<file path="config.mk">
export PLATFORM = sky130hd
export DESIGN_NAME = seq_detect_param
export DESIGN_NICKNAME = d
export VERILOG_FILES = /design/src/rtl/seq_detect_param.sv
export SDC_FILE = /design/constraint.sdc
export NUM_CORES = 1
export LEC_CHECK = 0
export BUFFER_PORTS_ARGS = -buffer_cell sky130_fd_sc_hd__buf_2
export CORE_AREA = 2 2 54 107
export DETAILED_ROUTE_END_ITERATION = 8
export DIE_AREA = 0 0 56 109
export PLACE_DENSITY = 0.74
export RECOVER_POWER = 100
export SYNTH_ARGS = -nofsm -noshare
export SYNTH_HDL_FRONTEND = slang
export SYNTH_SLANG_ARGS = --single-unit
</file>
<file path="constraint.sdc">
create_clock -name clk -period 2.15 [get_ports clk]
set_clock_uncertainty 0.1 [all_clocks]
set_input_delay 0.1075 -clock clk [delete_from_list [all_inputs] [get_ports clk]]
set_output_delay 0.1075 -clock clk [all_outputs]
set_load 0.02 [all_outputs]
</file>
<file path="src/rtl/seq_detect_param.sv">
`timescale 1ns/1ps
// ---------------------------------------------------------------------------
// seq_detect_param
//
// Serial bit-pattern detector with a runtime-programmable pattern, pattern
// length and overlap mode. One qualified bit is sampled per cycle. A one-cycle
// registered pulse on dout follows the edge that samples the completing bit.
// A saturating match counter runs alongside the detector.
//
// Ports
//   clk          in   single clock, rising edge
//   rst          in   synchronous active-high reset (loads DEF_* config)
//   din          in   serial data bit
//   din_valid    in   din is sampled only when high
//   cfg_load     in   latch cfg_pattern / cfg_len / cfg_overlap, flush history
//   cfg_pattern  in   pattern, bit [len-1] is the first bit received
//   cfg_len      in   pattern length (valid range 1..MAX_LEN)
//   cfg_overlap  in   1 = overlapping detection, 0 = non-overlapping
//   cnt_clr      in   clear the match counter (wins over an increment)
//   dout         out  registered match pulse
//   match_count  out  saturating match count
//   cfg_err      out  active configuration is invalid (no matches fire)
// ---------------------------------------------------------------------------
module seq_detect_param #(
  parameter int                 MAX_LEN     = 16,
  parameter int                 CNT_W       = 8,
  parameter logic [MAX_LEN-1:0] DEF_PATTERN = MAX_LEN'(5'b10110),
  parameter int                 DEF_LEN     = 5,
  parameter bit                 DEF_OVERLAP = 1'b1
) (
  input  logic                           clk,
  input  logic                           rst,
  input  logic                           din,
  input  logic                           din_valid,
  input  logic                           cfg_load,
  input  logic [MAX_LEN-1:0]             cfg_pattern,
  input  logic [$clog2(MAX_LEN+1)-1:0]   cfg_len,
  input  logic                           cfg_overlap,
  input  logic                           cnt_clr,
  output logic                           dout,
  output logic [CNT_W-1:0]               match_count,
  output logic                           cfg_err
);

  localparam int                LEN_W     = $clog2(MAX_LEN + 1);
  localparam logic [LEN_W-1:0]  DEF_LEN_L = LEN_W'(DEF_LEN);
  localparam logic [LEN_W-1:0]  MAX_LEN_L = LEN_W'(MAX_LEN);
  localparam logic [CNT_W-1:0]  CNT_MAX   = '1;

  // Active configuration
  logic [MAX_LEN-1:0] pattern_q, pattern_d;
  logic [LEN_W-1:0]   len_q, len_d;
  logic               overlap_q, overlap_d;
  logic               err_q, err_d;

  // Only MAX_LEN-1 history bits are kept: together with the incoming bit they
  // form the full MAX_LEN compare window, and anything older can never be
  // part of a match.
  logic [MAX_LEN-2:0] hist_q, hist_d;
  logic [LEN_W-1:0]   fill_q, fill_d;
  logic               dout_q, dout_d;
  logic [CNT_W-1:0]   cnt_q, cnt_d;

  // Compare window: newest bit (the one being sampled) in position 0.
  logic [MAX_LEN-1:0] window;
  logic [MAX_LEN-1:0] len_mask;
  logic               pattern_hit;
  logic               fill_ok;
  logic               match;
  logic [LEN_W-1:0]   fill_inc;

  assign window = {hist_q, din};

  // Select only the low len bits of window/pattern for the comparison.
  for (genvar gi = 0; gi < MAX_LEN; gi++) begin : g_mask
    assign len_mask[gi] = (LEN_W'(gi) < len_q);
  end

  assign pattern_hit = (((window ^ pattern_q) & len_mask) == '0);

  // fill counts bits already held; the incoming bit makes it fill+1.
  assign fill_ok = ((LEN_W+1)'(fill_q) + (LEN_W+1)'(1)) >= (LEN_W+1)'(len_q);

  // A load in the same cycle discards the incoming bit entirely.
  assign match = din_valid & ~cfg_load & ~err_q & fill_ok & pattern_hit;

  assign fill_inc = (fill_q == MAX_LEN_L) ? fill_q : fill_q + 1'b1;

  always_comb begin
    pattern_d = pattern_q;
    len_d     = len_q;
    overlap_d = overlap_q;
    err_d     = err_q;
    hist_d    = hist_q;
    fill_d    = fill_q;
    dout_d    = 1'b0;
    cnt_d     = cnt_q;

    if (cfg_load) begin
      pattern_d = cfg_pattern;
      len_d     = cfg_len;
      overlap_d = cfg_overlap;
      err_d     = (cfg_len == '0) | (cfg_len > MAX_LEN_L);
      hist_d    = '0;
      fill_d    = '0;
    end else if (din_valid) begin
      hist_d = window[MAX_LEN-2:0];
      if (match) begin
        dout_d = 1'b1;
        // Non-overlap: bits consumed by this match may not start another.
        fill_d = overlap_q ? fill_inc : '0;
      end else begin
        fill_d = fill_inc;
      end
    end

    if (cnt_clr) begin
      cnt_d = '0;
    end else if (match && (cnt_q != CNT_MAX)) begin
      cnt_d = cnt_q + 1'b1;
    end
  end

  always_ff @(posedge clk) begin
    if (rst) begin
      pattern_q <= DEF_PATTERN;
      len_q     <= DEF_LEN_L;
      overlap_q <= DEF_OVERLAP;
      err_q     <= 1'b0;
      hist_q    <= '0;
      fill_q    <= '0;
      dout_q    <= 1'b0;
      cnt_q     <= '0;
    end else begin
      pattern_q <= pattern_d;
      len_q     <= len_d;
      overlap_q <= overlap_d;
      err_q     <= err_d;
      hist_q    <= hist_d;
      fill_q    <= fill_d;
      dout_q    <= dout_d;
      cnt_q     <= cnt_d;
    end
  end

  assign dout        = dout_q;
  assign match_count = cnt_q;
  assign cfg_err     = err_q;

endmodule
</file>
==> results.md, run 1 <==
* Relative max-transition margin at 0.5884
* Initial antenna violation count at 0
* Main synth FF type: dfxtp_1
* Initial core utilization at 0.4981
* I/O pin total at 38
* Routed Antenna Nets at 0
* Asr flop ratio synth at 0
* Area delta synth->final at 35.38%
* Failing checks: negative setup slack
* Global-route wire length before repair at 11030 um
* Number of synthesized flops with an enable pin at 0
* FF/Latch Area at 0.001064 mm2
* Final hold vios at 0
* Worst setup margin at -0.07171 ns
* Seq/Total Area, Yosys at 0.3925
* Status: complete, but fails checks
* Flops & latches, synth at 52
* GRT overflow at 0
* Final Util at 0.6743
* Die W at 56 um
* Crit Path Max Fanout at 9
* # port buffers at 37
* Synth cell types at 42
* Mapped Nets at 330
* Antenna Cells at 0
* Fillers at 410
* Peak Freq at 450.1 MHz
* Drt first pass iters at 4
* Peak supply drop at 0.0006015 V
* Root buffer cell: clkbuf_8
* Critical Path RT at 2.25 ns
* Die footprint at 0.006104 mm2
* Worst hold path class: in -> reg
* Pleak at 1.476 nW
* Via density at 5.645
* RSZ-0062 raised after global routing: yes
* Slew of the pin with the lowest slew margin at 0.6122 ns
* CP Cell Sequence: nor3b_1 > o21ai_1 > nor4_2 > nand4_2 > buf_8 > nor3_4 > o32ai_1
* Commonest cells after routing, fill and taps aside: dfxtp_1, mux2i_1, nor2_1, buf_2, dlygate4sd3_1
* CP startpoint kind: register
* 1st-iter DRT viols at 81
* GRT Util Overall at 0.2262
* Setup TNS at -0.4803 ns
* Via Count at 2433
* Maximum buffer depth of the clock tree at 2
* Pwr per Cell Area at 566.1 mW/mm2
* Clock-pin slew on the worst setup and hold paths at 0.10 ns
* Syn_area_per_cell at 9.022 um2
* Cell Area, Synth at 0.002653 mm2
* CP max stage cell: dfxtp_1
* Period utilization at 1.033
* Max incr delay on CP at 0.34 ns
* CTS tree: done
* Ratio of cells with drive above 1 in the final layout at 0.2668
* H-tree levels at 2
* Yosys Warn Count at 0
* DRC violations left at 0
* Crit path arrival time at 2.32 ns
* TritonCTS Buffers at 5
* Commonest non-fill, non-tap cell in the layout: dfxtp_1
* Worst skew pair latency at 0.32 ns
* Final Slew Violations at 0
* Area of the multi-input gates at 0.001679 mm2
* Row cnt at 38
* Routed WL at 6722 um
* Cell count after synthesis at 294
* Clk sinks at 52
* Core region area at 0.005325 mm2
* Minimum clock period at 2.222 ns
* Final setup violation count at 10
* DR WL/cell at 15.60 um
* Vias in the first global route at 2376
* Hpwl dp at 4455 um
* Critical path type: reg -> reg
* DIE HEIGHT at 109 um
* CP endpoint kind: register
* Nets at 406
* MaxCap Viol Count at 0
* Largest net degree at the start of global routing at 28
* GPL Wtd Cong at 0.9532
## synthesized netlist by cell type (3+ instances only)
cell      number  share of area
a211oi_1       3         0.0085
o21ai_0       12          0.023
mux2i_1       42           0.16
nor4_2         3          0.014
nand3b_1       3         0.0085
nand3_1        9          0.017
buf_1          4         0.0057
clkbuf_1       7         0.0099
and3_1         4         0.0094
inv_1         11          0.016
xnor2_1       18          0.059
nand2_1       17          0.024
nor3_1         7          0.013
nor4_1         7          0.017
a22oi_1        3         0.0085
or3_1          5          0.012
xor2_1         3         0.0099
a21oi_1        7          0.013
o22ai_1        4         0.0094
o31ai_1        4          0.011
ha_1           8          0.038
dfxtp_1       52           0.39
nor2_1        35          0.050
## per-stage QoR
step / std cells / setup slack [ns] / cell area [um2] / hold WS [ns] / power (W)
after floorplan: 294 / 0.001425 / 2683 / 0.1364 / 0.001212
final: 431 / -0.07171 / 3591 / 0.02668 / 0.002033
after global placement: 391 / -0.05580 / 2979 / 0.2226 / 0.001283
after detailed placement: 391 / -0.1513 / 2979 / 0.2306 / 0.001294
after CTS: 426 / 0.007738 / 3516 / 0.01106 / 0.002029
after global routing: 431 / -0.2060 / 3591 / 0.03476 / 0.002118
## worst max-delay path: cells and delay by family, from the launching register on
family | cells | cell delay [ns]
AOI/OAI and AO/OA | 2 | 0.29
buffers and inverters | 1 | 0.21
DFF | 1 | 0.34
and+or+nand+nor | 4 | 1.15
## flip-flops by register name, indices dropped and copies added, names as in the netlist
| signal | count |
|---|---|
| pattern_q | 16 |
| hist_q | 15 |
| match_count | 8 |
| fill_q | 5 |
| len_q | 5 |
| cfg_err | 1 |
| dout | 1 |
| overlap_q | 1 |
## layer usage
layer | global-route usage | up-vias | part of all wire
met1 | 0.2693 | 1150 | 0.42
met5 | 0 | - | 0
met2 | 0.4025 | 71 | 0.52
met3 | 0.02610 | 20 | 0.034
li1 | - | 1192 | -
met4 | 0.1003 | 0 | 0.027
## area by class of cell
class | count | share of cell area
multi-input cells | 214 | 0.4676
clock buffers | 5 | 0.01916
inverters | 12 | 0.01254
well taps | 60 | 0.02091
clock inverters | 3 | 0.01289
flip-flops and latches | 52 | 0.2962
repair buffers | 85 | 0.1707
## power by group
| part | internal, W | total [W] | switching, W |
|---|---|---|---|
| clock | 0.000353 | 0.000695 | 0.000342 |
| combinational | 0.000157 | 0.000312 | 0.000155 |
| sequential | 0.000989 | 0.00103 | 0.0000371 |
| total | 0.00150 | 0.00203 | 0.000533 |
## worst paths after layout
path	slack [ns]	cells past startpoint	start	endpoint
max	-0.07	7	cfg_err	fill_q[1]
min	0.03	3	cnt_clr	match_count[2]
max reg2reg	-0.07	7	cfg_err	fill_q[1]
min reg2reg	0.40	2	match_count[4]	match_count[4]
## logic make-up after synthesis
kind of cell | synth area share
mux | 0.1585
xor+xnor | 0.06934
compound gates | 0.1019
buf+inv | 0.04764
flops | 0.3925
fa+ha+maj | 0.03774
simple gates | 0.1924
## repair_timing
| item | in CTS | in global routing |
|---|---|---|
| setup buffers | 2 | 5 |
| gates resized for setup | 31 | 10 |
| endpoints found under the hold margin | 24 | 0 |
| hold buffers | 25 | 0 |
| pin swaps | 17 | 8 |
| setup endpoints to repair | 13 | 13 |
(Power assumes the default switching activity.)
==> run 2, diff against run 1 <==
- BUFFER_PORTS_ARGS: -buffer_cell sky130_fd_sc_hd__buf_2 -> -buffer_cell sky130_fd_sc_hd__buf_4
==> results.md, run 2 (synthesis results as in run 1) <==
* Status: complete, but fails checks
* Failing checks: negative setup slack
* Initial core utilization at 0.4981
* CP Cell Sequence: buf_4 > ha_1 > nand2b_4 > a21o_1 > a211oi_2 > o21a_2 > buf_4 > nor3_4 > o41ai_2
* Peak supply drop at 0.0006395 V
* Worst hold path class: in -> reg
* GRT Util Overall at 0.2334
* Finished Layout Cells at 434
* CP delay by family, top: compound AO/OA/AOI/OAI gates
* Largest net degree at the start of global routing at 28
* FF/Latch Area at 0.001067 mm2
* Worst skew pair latency at 0.32 ns
* Pwr per Cell Area at 528.1 mW/mm2
* Drt first pass iters at 4
* DIE HEIGHT at 109 um
* Initial antenna violation count at 0
* Commonest non-fill, non-tap cell in the layout: dfxtp_1
* Area of the multi-input gates at 0.001763 mm2
* Hold Path End: len_q[1]
* Commonest cells after routing, fill and taps aside: dfxtp_1, mux2i_1, nor2_1, buf_4, dlygate4sd3_1
* Crit path arrival time at 2.39 ns
* DP Area at 0.003132 mm2
* Crit Path Max Fanout at 5
* Die footprint at 0.006104 mm2
* Relative max-transition margin at 0.1942
* Routed Antenna Nets at 0
* Via density at 5.606
* Met2 Routed Length at 3771 um
* Routed WL at 6855 um
* GPL Wtd Cong at 0.8461
* Placed insts at 399
* Final Util at 0.6981
* RSZ-0062 raised after global routing: yes
* CP endpoint kind: register
* Die W at 56 um
* Final hold vios at 0
* Hpwl dp at 4517 um
* Ratio of cells with drive above 1 in the final layout at 0.2888
* Hold slack final at 0.04146 ns
* Most common cell on crit path: buf_4
* Final setup violation count at 8
* 1st-iter DRT viols at 91
* Peak Freq at 442.4 MHz
* Pleak at 1.486 nW
* GRT overflow at 0
* Clock-pin slew on the worst setup and hold paths at 0.10 ns
* Worst setup margin at -0.1103 ns
* H-tree levels at 2
* Reg2reg end: fill_q[3]
* Antenna Cells at 0
* Nets at 409
* Final instance area at 0.003717 mm2
* Top Metal Used: met4
* R2R Path Start: fill_q[0]
* Setup TNS at -0.4619 ns
* CTS tree: done
* Minimum clock period at 2.260 ns
* Maximum buffer depth of the clock tree at 2
* Worst R2R Setup Slack at -0.11 ns
* # port buffers at 37
* Critical path type: reg -> reg
* MaxCap Viol Count at 0
* WL met1 at 2698 um
* Critical Path RT at 2.28 ns
* TritonCTS Buffers at 5
* Final Slew Violations at 0
* Clk sinks at 52
* I/O pin total at 38
* Routed length on met3 at 249 um
* Core region area at 0.005325 mm2
* DRC violations left at 0
* Row cnt at 38
* DR WL/cell at 15.79 um
* Root buffer cell: clkbuf_8
* Largest register FFs at 16
* Via Count at 2433
* Max incr delay on CP at 0.39 ns
* Global-route wire length before repair at 11180 um
* Hold Path Depth at 2
* CP max stage cell: dfxtp_4
* Top reg by flops: pattern_q
* Area delta synth->final at 40.14%
* Vias in the first global route at 2390
* Period utilization at 1.051
* CP Buf/Inv Count at 2
* Hold Path Origin: rst
* Reg2reg path depth at 9
* Slew of the pin with the lowest slew margin at 1.209 ns
* CP startpoint kind: register
* Fillers at 412
run 2: worst reg2reg max path, stage by stage, from the launching register on:
cell and delay, ns:
dfxtp_4 0.39, buf_4 0.14, ha_1 0.28, nand2b_4 0.14, a21o_1 0.19, a211oi_2 0.17
o21a_2 0.21, buf_4 0.14, nor3_4 0.06, o41ai_2 0.33
run 2: what timing repair did:
action,in CTS,in global routing
buffers inserted,3,0
hold buffers,24,0
gates resized for setup,27,33
endpoints found under the setup margin,14,14
pin swaps,15,10
hold endpoints to repair,27,0
run 2: per-stage QoR:
| step | total power [W] | worst slack (ns) |
|---|---|---|
| global placement | 0.001313 | -0.08572 |
| global route | 0.002052 | -0.1898 |
| finish | 0.001963 | -0.1103 |
| detailed placement | 0.001322 | -0.2279 |
| floorplan | 0.001212 | 0.001425 |
| CTS | 0.001956 | -0.06775 |
run 2: area by class of cell:
| type | instances | share of cell area |
|---|---|---|
| multi-input combinational | 214 | 0.4743 |
| sequential | 52 | 0.2871 |
| timing repair buffer | 88 | 0.1811 |
| tap | 60 | 0.02020 |
| clock buffer | 5 | 0.01851 |
| inverter | 12 | 0.01279 |
| clock inverter | 3 | 0.006059 |
run 2: worst max-delay path by stage:
stage | start | end | slack (ns) | cells after the start
2_1_floorplan | fill_q[0] | match_count[7] | 0.001 | 8
6_report | fill_q[0] | fill_q[3] | -0.11 | 9
3_3_place_gp | fill_q[0] | match_count[7] | -0.09 | 8
5_1_grt | fill_q[0] | fill_q[3] | -0.19 | 9
4_1_cts | fill_q[0] | match_count[7] | -0.07 | 9
3_5_place_dp | fill_q[0] | match_count[3] | -0.23 | 9
run 2: layer usage:
metal  up-vias  track usage
met3        11      0.03203
met4         0      0.09184
li1       1200            -
met1      1162       0.2669
met5         -            0
met2        60       0.4303
run 2: power by group:
group          leakage [nW]  switching, W  internal (W)
Combinational          1.01      0.000163      0.000185
Clock                0.0485      0.000354      0.000234
Sequential            0.428     0.0000401      0.000988
